`config.mk`:
```
export PLATFORM = sky130hd
export DESIGN_NAME = alu_seq_flat
export DESIGN_NICKNAME = d
export VERILOG_FILES = /design/src/rtl/alu_seq_if.sv /design/src/rtl/alu_seq.sv /design/src/flat_wrapper.sv
export SDC_FILE = /design/constraint.sdc
export NUM_CORES = 1
export LEC_CHECK = 0
export ABC_AREA = 1
export CELL_PAD_IN_SITES_DETAIL_PLACEMENT = 0
export CELL_PAD_IN_SITES_GLOBAL_PLACEMENT = 2
export CORE_MARGIN = 2
export CORE_UTILIZATION = 36
export CTS_BUF_LIST = sky130_fd_sc_hd__clkbuf_4 sky130_fd_sc_hd__clkbuf_8 sky130_fd_sc_hd__clkbuf_16
export CTS_CLUSTER_DIAMETER = 100
export DETAILED_ROUTE_END_ITERATION = 12
export GPL_ROUTABILITY_DRIVEN = 0
export PLACE_DENSITY = 0.88
export SYNTH_ARGS = -nofsm -noshare
export SYNTH_HDL_FRONTEND = slang
export SYNTH_SLANG_ARGS = --single-unit
```
`constraint.sdc`:
```
create_clock -name clk -period 5.85 [get_ports clk]
set_clock_uncertainty 0.1 [all_clocks]
set_input_delay 0.585 -clock clk [delete_from_list [all_inputs] [get_ports clk]]
set_output_delay 0.585 -clock clk [all_outputs]
set_load 0.03 [all_outputs]
```
`src/rtl/alu_seq_if.sv`:
```
// rtl/alu_seq_if.sv - request/response bundle between operand source, alu_seq and writeback
interface alu_seq_if #(
    parameter int WIDTH = 8
);
    logic             in_valid;
    logic             in_ready;
    logic [3:0]       opCode;
    logic [WIDTH-1:0] a;
    logic [WIDTH-1:0] b;
    logic [WIDTH-1:0] result;
    logic             zero;
    logic             carry;
    logic             overflow;
    logic             out_valid;
    logic             out_ready;
    logic             busy;

    // Producer/consumer side of the ALU (register-file read ports and writeback).
    modport master (
        output in_valid,
        output opCode,
        output a,
        output b,
        output out_ready,
        input  in_ready,
        input  result,
        input  zero,
        input  carry,
        input  overflow,
        input  out_valid,
        input  busy
    );

    // The ALU itself.
    modport slave (
        input  in_valid,
        input  opCode,
        input  a,
        input  b,
        input  out_ready,
        output in_ready,
        output result,
        output zero,
        output carry,
        output overflow,
        output out_valid,
        output busy
    );
endinterface

```
`src/rtl/alu_seq.sv`:
```
// rtl/alu_seq.sv - handshaked ALU with registered single-entry output and multi-cycle multiply
module alu_seq #(
    parameter int WIDTH = 8,
    parameter int SHW   = $clog2(WIDTH)
) (
    input logic    clk,
    input logic    rst,
    alu_seq_if.slave bus
);
    localparam logic [3:0] OP_ADD = 4'b0000;
    localparam logic [3:0] OP_SUB = 4'b0001;
    localparam logic [3:0] OP_DEC = 4'b0010;
    localparam logic [3:0] OP_INC = 4'b0011;
    localparam logic [3:0] OP_AND = 4'b0101;
    localparam logic [3:0] OP_NEG = 4'b0110;
    localparam logic [3:0] OP_NOT = 4'b0111;
    localparam logic [3:0] OP_OR  = 4'b1000;
    localparam logic [3:0] OP_MUL = 4'b1001;
    localparam logic [3:0] OP_SHL = 4'b1010;
    localparam logic [3:0] OP_SHR = 4'b1011;
    localparam logic [3:0] OP_XOR = 4'b1100;

    localparam logic [WIDTH-1:0] ALL_ONES = {WIDTH{1'b1}};
    localparam logic [WIDTH-1:0] SMAX     = {1'b0, {(WIDTH-1){1'b1}}};
    localparam logic [WIDTH-1:0] SMIN     = {1'b1, {(WIDTH-1){1'b0}}};
    localparam logic [SHW-1:0]   LAST_BIT = SHW'(WIDTH - 1);

    typedef enum logic {
        IDLE = 1'b0,
        MULT = 1'b1
    } state_t;

    state_t state_q;
    state_t state_d;

    // Handshake / sequencing strobes
    logic in_ready_c;
    logic busy_c;
    logic accept;
    logic start_mul;
    logic load_single;
    logic mul_done;

    // Single-cycle datapath
    logic [WIDTH:0]   sum;
    logic [WIDTH-1:0] diff;
    logic [WIDTH:0]   shl_ext;
    logic [WIDTH:0]   shr_ext;
    logic [SHW-1:0]   sh_amt;
    logic [WIDTH-1:0] res_c;
    logic             carry_c;
    logic             ovf_c;
    logic             msb_a;
    logic             msb_b;

    // Shift-and-add multiplier state
    logic [2*WIDTH-1:0] mcand_q;
    logic [WIDTH-1:0]   mplier_q;
    logic [2*WIDTH-1:0] acc_q;
    logic [2*WIDTH-1:0] acc_next;
    logic [SHW-1:0]     cnt_q;

    // Registered output slot
    logic [WIDTH-1:0] result_q;
    logic             zero_q;
    logic             carry_q;
    logic             overflow_q;
    logic             out_valid_q;

    assign sh_amt = bus.b[SHW-1:0];
    assign msb_a  = bus.a[WIDTH-1];
    assign msb_b  = bus.b[WIDTH-1];

    // FSM state register
    always_ff @(posedge clk or posedge rst) begin
        if (rst) begin
            state_q <= IDLE;
        end else begin
            state_q <= state_d;
        end
    end

    // FSM next state: only MUL leaves IDLE, and it returns after the last multiplier bit
    always_comb begin
        state_d = state_q;
        case (state_q)
            IDLE: if (start_mul) state_d = MULT;
            MULT: if (cnt_q == LAST_BIT) state_d = IDLE;
            default: state_d = IDLE;
        endcase
    end

    // FSM outputs: accept only when idle and the output slot is free or draining this edge
    always_comb begin
        busy_c      = (state_q == MULT);
        in_ready_c  = (state_q == IDLE) && (!out_valid_q || bus.out_ready);
        accept      = bus.in_valid && in_ready_c;
        start_mul   = accept && (bus.opCode == OP_MUL);
        load_single = accept && (bus.opCode != OP_MUL);
        mul_done    = (state_q == MULT) && (cnt_q == LAST_BIT);
    end

    // Single-cycle result and flags for every opcode except MUL
    always_comb begin
        sum     = {1'b0, bus.a} + {1'b0, bus.b};
        diff    = bus.a - bus.b;
        // Extra bit on the far side of each shift catches the last bit shifted out.
        shl_ext = {1'b0, bus.a} << sh_amt;
        shr_ext = {bus.a, 1'b0} >> sh_amt;
        res_c   = '0;
        carry_c = 1'b0;
        ovf_c   = 1'b0;
        case (bus.opCode)
            OP_ADD: begin
                res_c   = sum[WIDTH-1:0];
                carry_c = sum[WIDTH];
                ovf_c   = (msb_a == msb_b) && (sum[WIDTH-1] != msb_a);
            end
            OP_SUB: begin
                res_c   = diff;
                carry_c = (bus.a >= bus.b);
                ovf_c   = (msb_a != msb_b) && (diff[WIDTH-1] != msb_a);
            end
            OP_DEC: begin
                res_c   = bus.a - 1'b1;
                carry_c = (bus.a != '0);
                ovf_c   = (bus.a == SMIN);
            end
            OP_INC: begin
                res_c   = bus.a + 1'b1;
                carry_c = (bus.a == ALL_ONES);
                ovf_c   = (bus.a == SMAX);
            end
            OP_AND: res_c = bus.a & bus.b;
            OP_NEG: begin
                res_c = ~bus.a + 1'b1;
                ovf_c = (bus.a == SMIN);
            end
            OP_NOT: res_c = ~bus.a;
            OP_OR:  res_c = bus.a | bus.b;
            OP_SHL: begin
                res_c   = shl_ext[WIDTH-1:0];
                carry_c = shl_ext[WIDTH];
            end
            OP_SHR: begin
                res_c   = shr_ext[WIDTH:1];
                carry_c = shr_ext[0];
            end
            OP_XOR: res_c = bus.a ^ bus.b;
            default: begin
                res_c   = '0;
                carry_c = 1'b0;
                ovf_c   = 1'b0;
            end
        endcase
    end

    // One partial product per cycle: the multiplicand is pre-shifted, so add it when b's current LSB is set
    always_comb begin
        acc_next = acc_q + (mplier_q[0] ? mcand_q : '0);
    end

    // Multiplier registers: latch operands on accept, then shift one bit per cycle
    always_ff @(posedge clk or posedge rst) begin
        if (rst) begin
            mcand_q  <= '0;
            mplier_q <= '0;
            acc_q    <= '0;
            cnt_q    <= '0;
        end else if (start_mul) begin
            mcand_q  <= {{WIDTH{1'b0}}, bus.a};
            mplier_q <= bus.b;
            acc_q    <= '0;
            cnt_q    <= '0;
        end else if (state_q == MULT) begin
            acc_q    <= acc_next;
            mcand_q  <= mcand_q << 1;
            mplier_q <= mplier_q >> 1;
            cnt_q    <= mul_done ? '0 : cnt_q + 1'b1;
        end
    end

    // Output slot: load on single-cycle accept or multiply completion, hold under backpressure
    always_ff @(posedge clk or posedge rst) begin
        if (rst) begin
            result_q    <= '0;
            zero_q      <= 1'b1;
            carry_q     <= 1'b0;
            overflow_q  <= 1'b0;
            out_valid_q <= 1'b0;
        end else if (load_single) begin
            result_q    <= res_c;
            zero_q      <= (res_c == '0);
            carry_q     <= carry_c;
            overflow_q  <= ovf_c;
            out_valid_q <= 1'b1;
        end else if (mul_done) begin
            result_q    <= acc_next[WIDTH-1:0];
            zero_q      <= (acc_next[WIDTH-1:0] == '0);
            carry_q     <= (acc_next[2*WIDTH-1:WIDTH] != '0);
            overflow_q  <= 1'b0;
            out_valid_q <= 1'b1;
        end else if (bus.out_ready) begin
            out_valid_q <= 1'b0;
        end
    end

    assign bus.in_ready  = in_ready_c;
    assign bus.busy      = busy_c;
    assign bus.result    = result_q;
    assign bus.zero      = zero_q;
    assign bus.carry     = carry_q;
    assign bus.overflow  = overflow_q;
    assign bus.out_valid = out_valid_q;
endmodule

```
`src/flat_wrapper.sv`:
```
// flat-port wrapper written by rule: the top's interface ports become plain ports
module alu_seq_flat 
#(
    parameter int WIDTH = 8,
    parameter int SHW   = $clog2(WIDTH)
)
  (clk, rst, bus_in_valid, bus_opCode, bus_a, bus_b, bus_out_ready, bus_in_ready, bus_result, bus_zero, bus_carry, bus_overflow, bus_out_valid, bus_busy);
  alu_seq_if #(.WIDTH(WIDTH)) bus_i ();
  input logic clk;
  input logic rst;
  input wire logic [$bits(bus_i.in_valid)-1:0] bus_in_valid;
  input wire logic [$bits(bus_i.opCode)-1:0] bus_opCode;
  input wire logic [$bits(bus_i.a)-1:0] bus_a;
  input wire logic [$bits(bus_i.b)-1:0] bus_b;
  input wire logic [$bits(bus_i.out_ready)-1:0] bus_out_ready;
  output wire logic [$bits(bus_i.in_ready)-1:0] bus_in_ready;
  output wire logic [$bits(bus_i.result)-1:0] bus_result;
  output wire logic [$bits(bus_i.zero)-1:0] bus_zero;
  output wire logic [$bits(bus_i.carry)-1:0] bus_carry;
  output wire logic [$bits(bus_i.overflow)-1:0] bus_overflow;
  output wire logic [$bits(bus_i.out_valid)-1:0] bus_out_valid;
  output wire logic [$bits(bus_i.busy)-1:0] bus_busy;
  assign bus_i.in_valid = bus_in_valid;
  assign bus_i.opCode = bus_opCode;
  assign bus_i.a = bus_a;
  assign bus_i.b = bus_b;
  assign bus_i.out_ready = bus_out_ready;
  assign bus_in_ready = bus_i.in_ready;
  assign bus_result = bus_i.result;
  assign bus_zero = bus_i.zero;
  assign bus_carry = bus_i.carry;
  assign bus_overflow = bus_i.overflow;
  assign bus_out_valid = bus_i.out_valid;
  assign bus_busy = bus_i.busy;
  alu_seq #(.WIDTH(WIDTH), .SHW(SHW)) u_core (.clk(clk), .rst(rst), .bus(bus_i));
endmodule
```
==> impl_metrics.yaml, run 1 <==
outcome:
  status: "completed"
cts:
  clock_sinks: 56
  root_buffer: "clkbuf_16"
  htreeDepth: 2
  worstSkewPairLatency_ns: 0.30
  cts_resized: 0
  cts_buffers: 5
  cts_tree: "done"
  cts_setup_buffers: 0
  clk_path_buf_depth: 2
  cts_hold_buf: 0
  clkTransAtPathRegs_ns: 0.07
timing:
  worstMarginPinSlew_ns: 0.925
  rsz0062_at_grt: "false"
  min_period_ns: 3.60
  fmax_mhz: 278
  slew_viol_final: 0
  setup_violations: 0
  finalHoldViolations: 0
  min_period_over_period_pct: 61.6
  relSlewSlack_pct: 38.2
  setup_tns_ns: 0
floorplanning:
  io_pins: 38
  dieArea_mm2: 0.0169
  dieHeight_um: 130
  core_mm2: 0.0157
  num_rows: 46
  die_w_um: 130
  start_util_pct: 36.4
setup_path:
  path_cells: "clkdlybuf4s50_1 -> inv_2 -> ha_1 -> nor2_1 -> nand2_1 -> nand2_1 -> nand4_1 -> nand2_1 -> xor2_1 -> nor2_1 -> nor2_2 -> nand4_1 -> a21oi_1"
  path_class: "primary input to register"
  cp-end-kind: "register"
  start_kind: "primary input"
  critPathMaxFanout: 21
  critical_path_arrival_ns: 3.73
  cp_slowest_cell: "clkdlybuf4s50_1"
  critical_path.max_stage_delay_ns: 1.02
  cpMostUsedCell: "nand2_1"
  critPathRequiredTime_ns: 5.98
finish:
  stdcell_count: 1149
  final_layout_size_suffix_gt1_share_pct: 4.72
  nets: 1005
  areaGrowthSynthToFinish_pct: 12.1
  antenna_cells: 0
  fillers: 1718
power:
  p_per_area_mw_per_mm2: 305
  p_leak_nw: 3.38
  peakVddDrop_mv: 0.169
routing:
  via_per_inst: 5.26
  dr.pass1.iters: 5
  num_vias: 6041
  drt_iter0_markers: 507
  remaining_drc_errors: 0
  avgRoutedWirePerCell_um: 17.4
  antenna_left: 0
  wl_um: 20000
synthesis:
  postSynth.topFlopCell: "dfrtp_1"
  syn_area_per_cell_um2: 6.27
  synth_cell_types: 44
  synth.largest_area_cell: "dfrtp_1"
  synth_cells: 912
  syn_nets: 985
  synthArstFlopShare_pct: 100
  synth_edf_count: 0
  synth-seq-cells: 56
  synth_top_cell_area_share_pct: 24.1
  synth_area_leaders: "dfrtp_1 24%, nand2_1 19%, ha_1 10%"
  ys_seq_area_share_pct: 24.5
  ys_warn_count: 0
  syn_area_mm2: 0.00572
placed_design:
  dp.final_hpwl_um: 15600
  io_buffers: 37
  placed_cells: 1141
global_routing:
  antenna_found_initial: 0
  use_met3_pct: 3.61
  grt_use_met2_pct: 35.6
  grt_pass1_wl_um: 31700
  track_usage_pct: 24.4
  grt_max_degree: 57
  top_usage_layer: "met1"
  use_met1_pct: 38.2
  grt_pass1_vias: 5605
  gr-total-overflow: 0
run:
  cap_violations: 0
hold_path:
  hold_class: "register to register"
[synthesized netlist by cell type, types with 2 or more instances]
master    number
nand2_1      289
nand3_1      112
inv_1        100
nor2_1        86
dfrtp_1       55
ha_1          46
o21ai_0       39
a21oi_1       35
buf_2         15
nand4_1       13
xor2_1        12
o221ai_1      10
a31oi_1        9
clkbuf_1       9
inv_2          8
nand2_2        7
a21o_1         6
nor2_2         6
a22oi_1        4
nand3b_1       4
o21bai_1       4
xnor2_1        4
buf_1          3
clkinv_1       3
fa_1           3
nor2_4         3
nor3_1         3
o211ai_1       3
o22ai_1        3
or2_2          3
a22o_1         2
[where the power goes]
part	switching (mW)	leakage [nW]	internal (mW)	total, mW
Combinational	0.638	2.57	0.344	0.982
Clock	0.144	0.0736	0.176	0.320
Sequential	0.107	0.737	0.546	0.653
[logic make-up (layout without fill, tap and decap cells)]
group | count (synthesis) | in the layout | share of synthesized area, %
xor+xnor | 16 | 16 | 2.45
buf+inv | 140 | 161 | 9.71
compound gates | 121 | 121 | 12.7
fa+ha+maj | 49 | 49 | 11.1
flops | 56 | 56 | 24.5
simple gates | 530 | 530 | 39.5
[layout by cell type (no fill, tap or decap), types with 2 or more instances in the layout]
cell type,count
a21o_1,6
a21oi_1,35
a22o_1,2
a22oi_1,4
a31oi_1,9
buf_4,5
clkbuf_16,5
clkdlybuf4s50_1,37
clkinv_1,3
dfrtp_1,55
fa_1,3
ha_1,46
inv_1,99
inv_2,9
nand2_1,289
nand2_2,7
nand3_1,112
nand3b_1,4
nand4_1,13
nor2_1,86
nor2_2,6
nor2_4,3
nor3_1,3
o211ai_1,3
o21ai_0,39
o21bai_1,4
o221ai_1,10
o22ai_1,3
or2_2,3
xnor2_1,4
xor2_1,12
[area by class of cell]
class	instances	area [µm²]	area share, %
Multi-Input combinational cell	716	3760	58.7
Timing Repair Buffer	42	408	6.36
Inverter	111	417	6.50
Tap cell	216	270	4.21
Clock buffer	7	146	2.28
Clock inverter	1	7.51	0.117
Sequential cell	56	1400	21.9
[through the flow]
step | hold slack [ns] | utilization, % | setup slack [ns] | cell area [µm²] | power [mW]
2_1_floorplan | 0.364 | - | 3.27 | 5720 | 1.31
3_3_place_gp | 0.382 | 39.8 | 1.88 | 6260 | 1.64
3_5_place_dp | 0.382 | 39.8 | 1.96 | 6260 | 1.64
4_1_cts | 0.403 | 40.8 | 2.28 | 6410 | 1.97
5_1_grt | 0.422 | 40.8 | 1.97 | 6410 | 2.12
6_report | 0.400 | 40.8 | 2.25 | 6410 | 1.95
[final timing paths]
check / start / end / slack (ns) / depth (start not counted)
worst max-delay path: bus_b[1] / u_core.bus.zero$_DFFE_PP1P_ / 2.25 / 13
worst min-delay path: u_core.cnt_q[0]$_DFFE_PP0P_ / u_core.cnt_q[0]$_DFFE_PP0P_ / 0.40 / 1
worst max register to register: u_core.mplier_q[0]$_DFFE_PP0P_ / u_core.bus.carry$_DFFE_PP0P_ / 2.78 / 15
worst min register to register: u_core.cnt_q[0]$_DFFE_PP0P_ / u_core.cnt_q[0]$_DFFE_PP0P_ / 0.40 / 1
max in group asynchronous: rst / u_core.mplier_q[2]$_DFFE_PP0P_ / 4.41 / 3
min in group asynchronous: rst / u_core.bus.result[0]$_DFFE_PP0P_ / 0.73 / 3
[routing by layer]
layer  share of wire (%)  vias up  routed length (µm)
met5                   0        -                   0
met2                  41      247                8310
met3                 7.2       19                1440
li1                    -     3015                   -
met1                  50     2760               10100
met4                 1.1        0                 225
[registers in the layout (all words and copies together) (netlist names)]
signal                count
u_core.mcand_q           16
u_core.bus.carry          1
u_core.bus.zero           1
u_core.bus.result         8
u_core.bus.overflow       1
u_core.bus.busy           1
u_core.mplier_q           8
u_core.cnt_q              3
u_core.bus.out_valid      1
u_core.acc_q             16
[worst max-delay path, delay by kind of cell]
| kind | cells | cell delay (ns) |
|---|---|---|
| AO/OA/AOI/OAI | 1 | 0.15 |
| AND/OR/NAND/NOR | 8 | 0.96 |
| buffers and inverters | 2 | 1.39 |
| adder cells (fa/ha/maj) | 1 | 0.48 |
| XOR/XNOR | 1 | 0.15 |
Note: power is estimated with default switching activity, not from simulation.
==> run 2, diff against run 1 <==
--- a/config.mk
+++ b/config.mk
@@ -9,12 +9,12 @@
 export CELL_PAD_IN_SITES_DETAIL_PLACEMENT = 0
 export CELL_PAD_IN_SITES_GLOBAL_PLACEMENT = 2
 export CORE_MARGIN = 2
-export CORE_UTILIZATION = 36
+export CORE_UTILIZATION = 33
 export CTS_BUF_LIST = sky130_fd_sc_hd__clkbuf_4 sky130_fd_sc_hd__clkbuf_8 sky130_fd_sc_hd__clkbuf_16
 export CTS_CLUSTER_DIAMETER = 100
 export DETAILED_ROUTE_END_ITERATION = 12
 export GPL_ROUTABILITY_DRIVEN = 0
-export PLACE_DENSITY = 0.88
+export PLACE_DENSITY = 0.81
 export SYNTH_ARGS = -nofsm -noshare
 export SYNTH_HDL_FRONTEND = slang
 export SYNTH_SLANG_ARGS = --single-unit
==> constraint.sdc (replaced) <==
create_clock -name clk -period 3.5 [get_ports clk]
set_clock_uncertainty 0.1 [all_clocks]
set_input_delay 0.35 -clock clk [delete_from_list [all_inputs] [get_ports clk]]
set_output_delay 0.35 -clock clk [all_outputs]
set_load 0.03 [all_outputs]
==> run 2 against run 1 <==
Against the previous run: combinational power up 72%; via count down 0.50%; largest power group unchanged; largest cell class unchanged; total power up 73%; flip-flop and latch count unchanged; design area up 3.3%.
==> impl_metrics.yaml, run 2 (synthesis gave the netlist of run 1 again) <==
timing:
  setup_violations: 0
  slew_viol_final: 0
  rsz0062_at_grt: "false"
  setup_tns_ns: 0
  worstMarginPinSlew_ns: 0.881
  hold_slack_ns: 0.402
  relSlewSlack_pct: 41.2
  min_period_over_period_pct: 79.5
  fmax_mhz: 359
  min_period_ns: 2.78
  finalHoldViolations: 0
setup_path:
  cp_slowest_cell: "dfrtp_1"
  critical_path.max_stage_delay_ns: 0.45
  cpMostUsedCell: "nand2_1"
  cp-end-kind: "register"
  path_cells: "nand2_1 -> inv_1 -> ha_1 -> fa_1 -> nand3_1 -> nand2_1 -> nand2_1 -> nand2_1 -> a21boi_0 -> xor2_1 -> nand3_1 -> nor2_1 -> nand4_1 -> nand2_1 -> inv_1"
  path_class: "register to register"
  critical_path_arrival_ns: 2.89
  critPathMaxFanout: 7
  path_delay_family: "simple AND/OR/NAND/NOR gates"
  start_kind: "register"
  critPathRequiredTime_ns: 3.60
  critPathBufInv: 2
cts:
  cts_tree: "done"
  worstSkewPairLatency_ns: 0.30
  clkTransAtPathRegs_ns: 0.08
  clk_path_buf_depth: 2
  cts_resized: 0
  cts_setup_buffers: 0
  clock_sinks: 56
  cts_buffers: 5
  root_buffer: "clkbuf_16"
  htreeDepth: 2
  cts_hold_buf: 0
routing:
  wl_um: 20500
  dr.pass1.iters: 5
  num_vias: 6011
  via_per_inst: 5.09
  drt_iter0_markers: 379
  avgRoutedWirePerCell_um: 17.4
  antenna_left: 0
  remaining_drc_errors: 0
outcome:
  status: "completed"
global_routing:
  grt_pass1_wl_um: 32100
  antenna_found_initial: 0
  track_usage_pct: 22.8
  grt_max_degree: 42
  gr-total-overflow: 0
  grt_pass1_vias: 5580
placed_design:
  dp.final_hpwl_um: 16400
  io_buffers: 37
finish:
  final_common_cell: "nand2_1"
  areaGrowthSynthToFinish_pct: 15.8
  final_layout_size_suffix_gt1_share_pct: 7.01
  antenna_cells: 0
  nets: 1028
  reg.largest.list: "u_core.acc_q x16, u_core.mcand_q x16"
  most-common-layout-cells: "289 x nand2_1, 112 x nand3_1, 99 x inv_1"
  fillers: 1904
floorplanning:
  dieArea_mm2: 0.0184
  io_pins: 38
  die_w_um: 136
  core_mm2: 0.0171
  num_rows: 48
  start_util_pct: 33.4
  dieHeight_um: 136
power:
  p_leak_nw: 3.51
  peakVddDrop_mv: 0.349
  p_per_area_mw_per_mm2: 509
hold_path:
  hold_class: "register to register"
run:
  cap_violations: 0
## run 2: cell types whose count changed in the layout (fill, tap and decap cells not counted)
cell / before / now
clkinvlp_4: 1 / 0
buf_12: 0 / 1
bufinv_16: 0 / 1
clkinv_2: 0 / 1
clkbuf_8: 1 / 0
buf_4: 5 / 27
## run 2: final timing paths
path | cells past startpoint | from | slack [ns] | to
worst min-delay path | 2 | u_core.bus.result[3]$_DFFE_PP0P_ | 0.40 | u_core.bus.result[3]$_DFFE_PP0P_
worst max register to register | 15 | u_core.mplier_q[0]$_DFFE_PP0P_ | 0.72 | u_core.bus.carry$_DFFE_PP0P_
min in group asynchronous | 2 | rst | 0.46 | u_core.bus.result[4]$_DFFE_PP0P_
max in group asynchronous | 3 | rst | 2.15 | u_core.mplier_q[3]$_DFFE_PP0P_
worst min register to register | 2 | u_core.bus.result[3]$_DFFE_PP0P_ | 0.40 | u_core.bus.result[3]$_DFFE_PP0P_
worst max-delay path | 15 | u_core.mplier_q[0]$_DFFE_PP0P_ | 0.72 | u_core.bus.carry$_DFFE_PP0P_
## run 2: cell type report
type,count,area (µm²),share of cell area [%]
Multi-Input combinational cell,716,3760,56.8
Sequential cell,56,1400,21.2
Timing Repair Buffer,65,593,8.96
Inverter,111,417,6.29
Tap cell,225,282,4.25
Clock buffer,6,133,2.00
Clock inverter,2,35.0,0.529
## run 2: tightest hold or removal path: stages, from the launching register on
cell      delay (ns)
dfrtp_1         0.35
nand2_1         0.06
o221ai_1        0.06
## run 2: stage by stage
step	area (µm²)	power, mW	util [%]	cells	setup WS [ns]
2_1_floorplan	5720	2.20	-	912	0.996
3_3_place_gp	6450	2.81	37.7	1173	0.475
3_5_place_dp	6450	2.80	37.7	1173	0.424
4_1_cts	6620	3.40	38.7	1181	0.722
5_1_grt	6620	3.64	38.7	1181	0.482
6_report	6620	3.37	38.7	1181	0.717
## run 2: routing by layer
layer	wire length [µm]	part of all wire (%)	GRT usage (%)	vias up
li1	-	-	-	3064
met1	10300	50	33.4	2767
met2	8810	43	34.9	148
met3	902	4.4	3.03	32
met4	460	2.2	6.19	0
met5	0	0	0	-
## run 2: power breakdown
group | switching [mW] | total [mW] | internal [mW]
Combinational | 1.08 | 1.69 | 0.609
Clock | 0.243 | 0.588 | 0.345
Sequential | 0.180 | 1.09 | 0.913
==> run 3, diff against run 2 <==
==> constraint.sdc (replaced) <==
create_clock -name clk -period 2.9 [get_ports clk]
set_clock_uncertainty 0.1 [all_clocks]
set_input_delay 0.29 -clock clk [delete_from_list [all_inputs] [get_ports clk]]
set_output_delay 0.29 -clock clk [all_outputs]
set_load 0.03 [all_outputs]
==> run 3 against run 2 <==
Against the previous run: global-route usage is 0.35 points higher; die area stayed put; sequential power is 20% higher; via count is 4.3% higher; worst hold slack better by 0.0038 ns; combinational power is 24% higher; setup slack worse by 0.45 ns; cell count is 2.8% higher; register-to-register slack worse by 0.45 ns; fmax is 5.6% higher; count of clock-buffer cells in the layout is 1 lower; critical path type unchanged; critical endpoint unchanged; largest cell class unchanged; highest routed layer unchanged.
==> impl_metrics.yaml, run 3 (synthesis gave the netlist of run 1 again) <==
placed_design:
  place_area_mm2: 0.00670
  pre_cts_ws_ns: 0.0734
  dp.final_hpwl_um: 17000
  placed_cells: 1206
  io_buffers: 37
floorplanning:
  io_pins: 38
  start_util_pct: 33.4
  dieHeight_um: 136
  core_mm2: 0.0171
  die_w_um: 136
  dieArea_mm2: 0.0184
  num_rows: 48
finish:
  nets: 1061
  multi_input_area_mm2: 0.00376
  final_layout_size_suffix_gt1_share_pct: 10.1
  final_common_cell: "nand2_1"
  fillers: 1910
  ff_latch_area_mm2: 0.00140
  stdcell_count: 1214
  antenna_cells: 0
  reg.largest.list: "u_core.acc_q x16, u_core.mcand_q x16"
  finalCoreUtilization_pct: 40.0
  postLayoutCellArea_mm2: 0.00685
  areaGrowthSynthToFinish_pct: 19.8
  most-common-layout-cells: "289 x nand2_1, 112 x nand3_1, 99 x inv_1"
global_routing:
  antenna_found_initial: 0
  grt_pass1_wl_um: 32700
  gr-total-overflow: 0
  grt_pass1_vias: 5792
  track_usage_pct: 23.1
  grt_max_degree: 57
timing:
  setup_tns_ns: 0
  fmax_mhz: 379
  min_period_ns: 2.64
  relSlewSlack_pct: 50.9
  slew_viol_final: 0
  min_period_over_period_pct: 90.9
  worstMarginPinSlew_ns: 0.736
  setup_ws_ns: 0.264
  rsz0062_at_grt: "false"
  hold_slack_ns: 0.405
  finalHoldViolations: 0
  setup_violations: 0
routing:
  drt_iter0_markers: 710
  antenna_left: 0
  num_vias: 6272
  avgRoutedWirePerCell_um: 17.5
  via_per_inst: 5.17
  remaining_drc_errors: 0
  wl_um: 21200
  dr.pass1.iters: 5
setup_path:
  reg2regPathDepth: 15
  start_kind: "register"
  critical_path_arrival_ns: 2.73
  path_class: "register to register"
  cp-end-kind: "register"
  critPathRequiredTime_ns: 2.99
  critPathMaxFanout: 3
power:
  p_per_area_mw_per_mm2: 589
  power.total_mw: 4.04
  peakVddDrop_mv: 0.494
  p_leak_nw: 3.66
run:
  cap_violations: 0
cts:
  root_buffer: "clkbuf_16"
  htreeDepth: 2
  worstSkewPairLatency_ns: 0.29
  clk_path_buf_depth: 2
  clock_sinks: 56
  cts_tree: "done"
  clkTransAtPathRegs_ns: 0.08
  cts_buffers: 5
hold_path:
  hold_class: "primary input to asynchronous set/reset pin"
outcome:
  status: "completed"
[run 3: path summary, 6_finish.rpt]
check	start	to	slack (ns)
max	u_core.mcand_q[0]$_DFFE_PP0P_	u_core.bus.carry$_DFFE_PP0P_	0.26
min	rst	u_core.bus.result[0]$_DFFE_PP0P_	0.41
max reg2reg	u_core.mcand_q[0]$_DFFE_PP0P_	u_core.bus.carry$_DFFE_PP0P_	0.26
min reg2reg	u_core.mcand_q[13]$_DFFE_PP0P_	u_core.mcand_q[14]$_DFFE_PP0P_	0.41
max in group asynchronous	rst	u_core.mcand_q[7]$_DFFE_PP0P_	1.79
min in group clk	u_core.mcand_q[13]$_DFFE_PP0P_	u_core.mcand_q[14]$_DFFE_PP0P_	0.41
[run 3: final cells by class]
class | count | share of cell area, %
multi-input cells | 716 | 54.9
repair buffers | 98 | 12.3
inverters | 111 | 6.08
flip-flops and latches | 56 | 20.5
clock buffers | 5 | 1.83
clock inverters | 3 | 0.329
well taps | 225 | 4.11
[run 3: power breakdown]
| part | internal, mW | switching (mW) |
|---|---|---|
| sequential | 1.10 | 0.208 |
| clock | 0.325 | 0.299 |
| combinational | 0.771 | 1.33 |
| total | 2.20 | 1.84 |
[run 3: timing repair]
item                                    CTS  global route
endpoints found under the setup margin    0             1
buffers inserted                          0             0
resized for setup                         0             1
hold buffers                              0             0
[run 3: routing by layer]
metal	track usage [%]	routed length [µm]
met4	3.30	259
met2	34.8	8890
met5	0	0
met1	36.0	10700
met3	2.62	1340
[run 3: worst max-delay path: stages, from the launching register on]
cell	delay (ns)
dfrtp_1	0.42
nand2_1	0.08
inv_1	0.04
ha_1	0.21
fa_1	0.42
nand3_1	0.10
nand2_1	0.10
nand2_1	0.07
nand2_1	0.09
a21boi_1	0.14
buf_4	0.13
o21ai_0	0.09
xnor2_1	0.27
nand4_1	0.18
nand2_1	0.09
inv_1	0.04
